**config.mk**
```make
export PLATFORM = sky130hd
export DESIGN_NAME = mux_scan_ctrl_flat
export DESIGN_NICKNAME = d
export VERILOG_FILES = /design/src/rtl/mux_scan_pkg.sv /design/src/rtl/mux_scan_ctrl_if.sv /design/src/rtl/mux_scan_sync.sv /design/src/rtl/mux_scan_ctrl.sv /design/src/flat_wrapper.sv
export SDC_FILE = /design/constraint.sdc
export NUM_CORES = 1
export LEC_CHECK = 0
export CORE_MARGIN = 5
export CORE_UTILIZATION = 62
export CTS_BUF_LIST = sky130_fd_sc_hd__clkbuf_8
export CTS_CLUSTER_DIAMETER = 40
export DETAILED_ROUTE_END_ITERATION = 10
export DONT_BUFFER_PORTS = 1
export GPL_TIMING_DRIVEN = 0
export PLACE_DENSITY = 0.78
export SYNTH_ARGS = -nofsm -noshare
export SYNTH_HDL_FRONTEND = slang
export SYNTH_SLANG_ARGS = --single-unit
```
**constraint.sdc**
```tcl
create_clock -name clk -period 3.4 [get_ports clk]
set_clock_uncertainty 0.15 [all_clocks]
set_input_delay 0.51 -clock clk [delete_from_list [all_inputs] [get_ports clk]]
set_output_delay 0.51 -clock clk [all_outputs]
set_load 0.005 [all_outputs]
```
**src/rtl/mux_scan_pkg.sv**
```systemverilog
// Shared types and constants for the 4-channel mux scan controller.
package mux_scan_pkg;

  localparam int NCH   = 4;
  localparam int CH_W  = 2;
  localparam int CNT_W = 4;

  typedef enum logic [1:0] {
    IDLE = 2'd0,
    SCAN = 2'd1,
    DONE = 2'd2
  } state_t;

  // Returns v with bit idx replaced by b; used to fold the final channel into the result.
  function automatic logic [NCH-1:0] merge_bit(input logic [NCH-1:0] v,
                                               input logic [CH_W-1:0] idx,
                                               input logic b);
    logic [NCH-1:0] r;
    r      = v;
    r[idx] = b;
    return r;
  endfunction

endpackage

```
**src/rtl/mux_scan_ctrl_if.sv**
```systemverilog
// Control/data bundle between the scan controller and its driver plus downstream mux.
interface mux_scan_ctrl_if;
  import mux_scan_pkg::*;

  logic           start;
  logic           abort;
  logic           mux_out;
  logic           s1;
  logic           s0;
  logic           busy;
  logic           done;
  logic [NCH-1:0] sample;

  modport master (
    output start, abort, mux_out,
    input  s1, s0, busy, done, sample
  );

  modport slave (
    input  start, abort, mux_out,
    output s1, s0, busy, done, sample
  );

endinterface

```
**src/rtl/mux_scan_sync.sv**
```systemverilog
// Two-flop synchronizer for the asynchronous mux output (used only with MUX_SCAN_SYNC_EN).
module mux_scan_sync (
  input  logic clk,
  input  logic din,
  output logic dout
);

  logic sync_p0;
  logic sync_p1;

  always_ff @(posedge clk) begin
    sync_p0 <= din;
    sync_p1 <= sync_p0;
  end

  assign dout = sync_p1;

endmodule

```
**src/rtl/mux_scan_ctrl.sv**
```systemverilog
// Scans a 4:1 mux (a..d), holding each select for DWELL cycles, and reports the captured bits.
// Define MUX_SCAN_SYNC_EN to pass mux_out through a 2-flop synchronizer (requires DWELL >= 3).
module mux_scan_ctrl
  import mux_scan_pkg::*;
#(
  parameter int DWELL = 2
) (
  input  logic          clk,
  input  logic          rst,
  mux_scan_ctrl_if.slave bus
);

  localparam logic [CNT_W-1:0] LAST_CNT = CNT_W'(DWELL - 1);
  localparam logic [CH_W-1:0]  LAST_CH  = CH_W'(NCH - 1);

  if (DWELL < 1 || DWELL > 15) begin : g_bad_dwell
    $error("mux_scan_ctrl: DWELL must be in 1..15");
  end

  logic mux_bit;

`ifdef MUX_SCAN_SYNC_EN
  // Two cycles of synchronizer delay still land inside the same channel's dwell window.
  if (DWELL < 3) begin : g_bad_sync_dwell
    $error("mux_scan_ctrl: DWELL must be >= 3 when MUX_SCAN_SYNC_EN is defined");
  end

  mux_scan_sync u_sync (
    .clk  (clk),
    .din  (bus.mux_out),
    .dout (mux_bit)
  );
`else
  assign mux_bit = bus.mux_out;
`endif

  state_t          state;
  logic [CH_W-1:0] ch;
  logic [CNT_W-1:0] cnt;
  logic [NCH-1:0]  shadow;
  logic [NCH-1:0]  sample_q;
  logic [CH_W-1:0] sel_q;
  logic            busy_q;
  logic            done_q;

  always_ff @(posedge clk) begin
    if (rst) begin
      state    <= IDLE;
      ch       <= '0;
      cnt      <= '0;
      shadow   <= '0;
      sample_q <= '0;
      sel_q    <= '0;
      busy_q   <= 1'b0;
      done_q   <= 1'b0;
    end else begin
      case (state)
        IDLE: begin
          done_q <= 1'b0;
          sel_q  <= '0;
          ch     <= '0;
          cnt    <= '0;
          // abort is deliberately not examined here: start always wins in IDLE
          if (bus.start) begin
            state  <= SCAN;
            busy_q <= 1'b1;
          end else begin
            busy_q <= 1'b0;
          end
        end

        SCAN: begin
          if (bus.abort) begin
            state  <= IDLE;
            busy_q <= 1'b0;
            sel_q  <= '0;
            ch     <= '0;
            cnt    <= '0;
            shadow <= '0;
          end else if (cnt == LAST_CNT) begin
            shadow[ch] <= mux_bit;
            cnt        <= '0;
            if (ch == LAST_CH) begin
              state    <= DONE;
              busy_q   <= 1'b0;
              done_q   <= 1'b1;
              sel_q    <= '0;
              sample_q <= merge_bit(shadow, ch, mux_bit);
            end else begin
              ch    <= ch + CH_W'(1);
              sel_q <= ch + CH_W'(1);
            end
          end else begin
            cnt <= cnt + CNT_W'(1);
          end
        end

        DONE: begin
          state  <= IDLE;
          done_q <= 1'b0;
          busy_q <= 1'b0;
          ch     <= '0;
          cnt    <= '0;
        end

        default: begin
          state  <= IDLE;
          busy_q <= 1'b0;
          done_q <= 1'b0;
          sel_q  <= '0;
          ch     <= '0;
          cnt    <= '0;
        end
      endcase
    end
  end

  assign bus.s1     = sel_q[1];
  assign bus.s0     = sel_q[0];
  assign bus.busy   = busy_q;
  assign bus.done   = done_q;
  assign bus.sample = sample_q;

endmodule
```
**src/flat_wrapper.sv**
```systemverilog
// flat-port wrapper written by rule: the top's interface ports become plain ports
module mux_scan_ctrl_flat import mux_scan_pkg::*;
#(
  parameter int DWELL = 2
)
  (clk, rst, bus_start, bus_abort, bus_mux_out, bus_s1, bus_s0, bus_busy, bus_done, bus_sample);
  mux_scan_ctrl_if bus_i ();
  input  logic clk;
  input  logic rst;
  input wire logic [$bits(bus_i.start)-1:0] bus_start;
  input wire logic [$bits(bus_i.abort)-1:0] bus_abort;
  input wire logic [$bits(bus_i.mux_out)-1:0] bus_mux_out;
  output wire logic [$bits(bus_i.s1)-1:0] bus_s1;
  output wire logic [$bits(bus_i.s0)-1:0] bus_s0;
  output wire logic [$bits(bus_i.busy)-1:0] bus_busy;
  output wire logic [$bits(bus_i.done)-1:0] bus_done;
  output wire logic [$bits(bus_i.sample)-1:0] bus_sample;
  assign bus_i.start = bus_start;
  assign bus_i.abort = bus_abort;
  assign bus_i.mux_out = bus_mux_out;
  assign bus_s1 = bus_i.s1;
  assign bus_s0 = bus_i.s0;
  assign bus_busy = bus_i.busy;
  assign bus_done = bus_i.done;
  assign bus_sample = bus_i.sample;
  mux_scan_ctrl #(.DWELL(DWELL)) u_core (.clk(clk), .rst(rst), .bus(bus_i));
endmodule
```
* Yosys cells after proc, flatten, opt, wreduce, memory -nomap -nowiden
Cells that the tools add are included.
** Storage, ports and cells
- Register bits after elaboration :: 20
- Input bits :: 5
- Output and inout bits :: 8
- Logic and storage cells :: 55
** Operators by class
- Add/sub/neg operators :: 2
- Magnitude comparators :: 2
- Equal/unequal tests :: 7
- Muxes and demuxes :: 19
- Bitwise logic cells :: 4
- Reduce and logical (&&, ||, !) cells :: 13
** Operator list (count)
- $mux W2 :: 7
- $mux W4 :: 2
- $pmux W2 S2 :: 2
- $reduce_and A2 Y1 :: 4
- $ne A3 B2 Y1 const B :: 2
- $reduce_and A3 Y1 :: 2
- $mux W1 :: 5
- $add A4 B1 Y4 const B :: 1
- $bwmux W4 :: 1
- $eq A2 B2 Y1 const B :: 2
- $eq A4 B1 Y1 const B :: 1
- $not A1 Y1 :: 4
- $reduce_and A4 Y1 :: 1
- $reduce_or A4 Y1 :: 1
- $lt A2 B3 Y1 const B :: 1
- $reduce_or A3 Y1 :: 1
- $add A2 B1 Y2 const B :: 1
- $demux W1 S2 :: 1
- $eq A2 B1 Y1 const B :: 1
- $ge A2 B1 Y1 const B :: 1
- $logic_not A2 Y1 :: 1
- $ne A2 B2 Y1 const B :: 1
- $pmux W1 S2 :: 1
- $reduce_bool A2 Y1 :: 1
- 2 further kinds :: 2

* Logic depth before layout (Yosys ltp)
- Depth in word-level cells :: 7
- Depth in mapped cells :: 6
- Depth with buffers taken out :: 5

* Worst setup path after synthesis
Ideal clock, no wire load.
- Path type :: reg2reg
- From :: reg u_core.cnt[0]
- To :: reg u_core.shadow[0]
- Library setup time :: 0.117 ns
- Data arrival time :: 1.331 ns
- Data required time :: 3.133 ns
- Slack :: 1.801 ns
- Cell stages (with the launch flop) :: 6
- Buffers on the path :: 1
- Clock period less this slack :: 1.599 ns
- Cell sequence :: dfxtp_1 > ha_1 > nor3b_1 > buf_2 > o21ai_0 > a32o_1
** Between the ends
- Word-level cells in the longest chain between the ends :: 3
** Ends and longest elaborated chain
- start, declared :: RTL line mux_scan_ctrl.sv:39 : logic [CNT_W-1:0] cnt;
- start signal, assigned :: RTL line mux_scan_ctrl.sv:94 : cnt <= cnt + CNT_W'(1);
- $eq A4 B1 Y1 :: RTL line mux_scan_ctrl.sv:80 : end else if (cnt == LAST_CNT) begin
- $reduce_bool A2 Y1 (no source line)
- $reduce_and A2 Y1 (no source line)
- end signal, assigned by index :: RTL line mux_scan_ctrl.sv:81 : shadow[ch] <= mux_bit;
- end, declared :: RTL line mux_scan_ctrl.sv:40 : logic [NCH-1:0] shadow;
No other way between the ends.
A chain may end at the register's enable or synchronous reset.

* Worst setup path in the final report
Ends and elaborated chain as after synthesis.

==> summary.txt <==
Routing
  • Detailed-route wire length per cell: 14.6 µm
  • Vias after detailed routing: 680
  • DRC errors left: 0
  • Via density: 5.96
  • Post-Route WL: 1.67 mm
  • 1st-iter DRT viols: 19
  • First-pass DRT Iterations: 4
  • Final antenna-violating net count: 0

Setup path
  • CP Capture Type: flip-flop
  • R2R Setup Slk: 1.56 ns
  • Type of origin of the critical path: flip-flop
  • Worst Path Max Fanout: 10
  • Worst Setup Path Type: flip-flop to flip-flop
  • CP Data Arrival Time: 1.83 ns
  • Required time worst endpoint: 3.40 ns

Clocking
  • CTS sink count: 20
  • CTS tree: done
  • Post-CTS Repair Setup Buffers: 0
  • Clk Latency, worst-skew pair: 0.25 ns
  • Root buffer cell: clkbuf_8
  • H-tree depth: 1
  • Clock Path Buffers: 2
  • PostCTS Resize Cnt: 0
  • Num CTS Buffers: 3
  • Worst-path clk slew: 0.07 ns
  • Post-CTS Hold Fix Bufs: 0

Yosys
  • Distinct cell type count after synthesis: 31
  • Yosys warning count: 0
  • Sequential area share after synthesis: 42.9%
  • Area fraction of the dominant cell type after synthesis: 42.9%
  • Ys flop type: dfxtp_1
  • Post-synth top area cell: dfxtp_1
  • Syn avg cell area: 9.83 µm²
  • Post-synth EDFFs: 0
  • Gate Count Post-Synth: 95
  • FFs w/ async S/R, synth: 0%
  • Top cells by area, synth: dfxtp_1, ha_1, mux2i_1, nor2_1, a32o_1
  • Yosys reg bits: 20
  • Synth cell count leaders: dfxtp_1, nor2_1, ha_1
  • Mapped cell area: 933 µm²
  • Count leader, synth: dfxtp_1
  • Synth Net Count: 107

Floorplan
  • Top-level I/O count: 13
  • DIE HEIGHT: 48.8 µm
  • Die width: 48.8 µm
  • Starting density of the core: 63.4%
  • Core area: 1470 µm²
  • Cell Rows: 14
  • Die Footprint: 2380 µm²

Run
  • Max-cap violation count: 0

Outcome
  • Status: finished, final reports clean

Global routing
  • Initial antenna violation count: 0
  • Pin count of the biggest net entering global routing: 11
  • GR Util All Layers: 15.4%
  • Vias in the first global route: 671
  • Overflow after GRT: 0
  • First-pass GRT wire length: 2.88 mm

Placed design
  • Routability cong.: 0.732
  • Area post-placement: 953 µm²
  • PortBufs: 0
  • Detailed Place HPWL: 1.27 mm

Timing
  • Final worst-path cycle share: 54.0%
  • Measured slew at the worst slew-check pin: 0.586 ns
  • RSZ-0062 raised after global routing: false
  • Setup TNS: 0 ns
  • Fin crit period: 1.84 ns
  • Setup violators final: 0
  • Final Max Tran Viols: 0
  • Final Hold Vio Count: 0
  • FMAX: 0.545 GHz
  • Relative slew margins: 60.8%

Pwr
  • P per Cell Area: 407 nW/µm²
  • Leakage: 0.354 nW
  • Worst VDD drop: 394 µV

Finish
  • Post-route cell area: 995 µm²
  • Area Overhead vs Synth: 6.57%
  • Filler instances: 122
  • Nets: 112
  • N_diodes: 0
  • Share of layout cells above drive strength 1: 10.2%

Hold path
  • Class of the worst hold path: input pin to flip-flop
[placed cells by master, fill, tap and decap left out, drive strengths merged, types with 2 or more instances in the layout]
cell type  Yosys  routed
dfxtp         20      20
nor2          13      13
ha             7       7
mux2i          5       5
nand2          5       5
clkbuf         2       5
inv            4       4
a31oi          4       4
a311oi         4       4
a32o           4       4
nand3          3       3
a21oi          3       3
o21ai          2       2
nand4          2       2
xnor2          2       2
nor3b          2       2
buf            2       2
[kinds of logic (layout without fill, tap and decap cells)]
kind of cell | Yosys count | count (layout) | share of synthesized area (%)
fa+ha+maj | 7 | 7 | 9.38
xor+xnor | 3 | 3 | 2.82
compound gates | 19 | 19 | 15.0
buf+inv | 8 | 11 | 3.75
flops | 20 | 20 | 42.9
mux | 5 | 5 | 5.36
simple gates | 33 | 33 | 20.8
[power by group]
part | internal [W] | total (W) | switching (W) | leakage (nW)
Sequential | 0.000236 | 0.000239 | 0.00000215 | 0.162
Combinational | 0.00000654 | 0.0000172 | 0.0000106 | 0.171
Clock | 0.0000788 | 0.000149 | 0.0000706 | 0.0216
Total | 0.000322 | 0.000405 | 0.0000834 | 0.354
[worst max-delay path: stages (launching register included)]
cell	delay, ns
dfxtp_1	0.39
ha_1	0.21
nor3b_1	0.22
buf_2	0.25
o21ai_0	0.19
a32o_1	0.31
[area by class of cell]
type                       count  area [µm²]  share of cell area (%)
sequential                    20         400                    40.3
inverter                       4        15.0                    1.51
multi-input combinational     67         498                    50.1
buffer                         4        20.0                    2.01
tap                           16        20.0                    2.01
clock buffer                   3        41.3                    4.15
[per-layer routing]
metal / track usage [%] / routed length, µm
met3: 3.98 / 85
met2: 24.1 / 790
met1: 17.6 / 748
met4: 12.1 / 44
met5: 0 / 0
[path summary, 6_finish.rpt]
| path | startpoint | to | depth (start not counted) |
|---|---|---|---|
| min reg2reg | u_core.cnt[0] | u_core.cnt[0] | 1 |
| max reg2reg | u_core.cnt[0] | u_core.shadow[0] | 5 |
| min | bus_start | u_core.bus.busy | 2 |
| max | u_core.cnt[0] | u_core.shadow[0] | 5 |
[metrics by stage]
step                      power, W  setup WS (ns)  hold WS (ns)  cells  util (%)
after floorplan           0.000257           1.80         0.283     95         -
after global placement    0.000261           1.61         0.294    111      64.8
after detailed placement  0.000261           1.57         0.310    111      64.8
after CTS                 0.000410           1.55         0.259    114      67.6
after global routing      0.000428           1.41         0.272    114      67.6
final                     0.000405           1.56         0.262    114      67.6
[registers in the layout (all words and copies together), names as in the netlist]
| name | count |
|---|---|
| u_core.bus.sample | 4 |
| u_core.cnt | 4 |
| u_core.shadow | 4 |
| u_core.ch | 2 |
| u_core.sel_q | 2 |
| u_core.state | 2 |
| u_core.bus.busy | 1 |
| u_core.bus.done | 1 |
(Power assumes the default switching activity.)
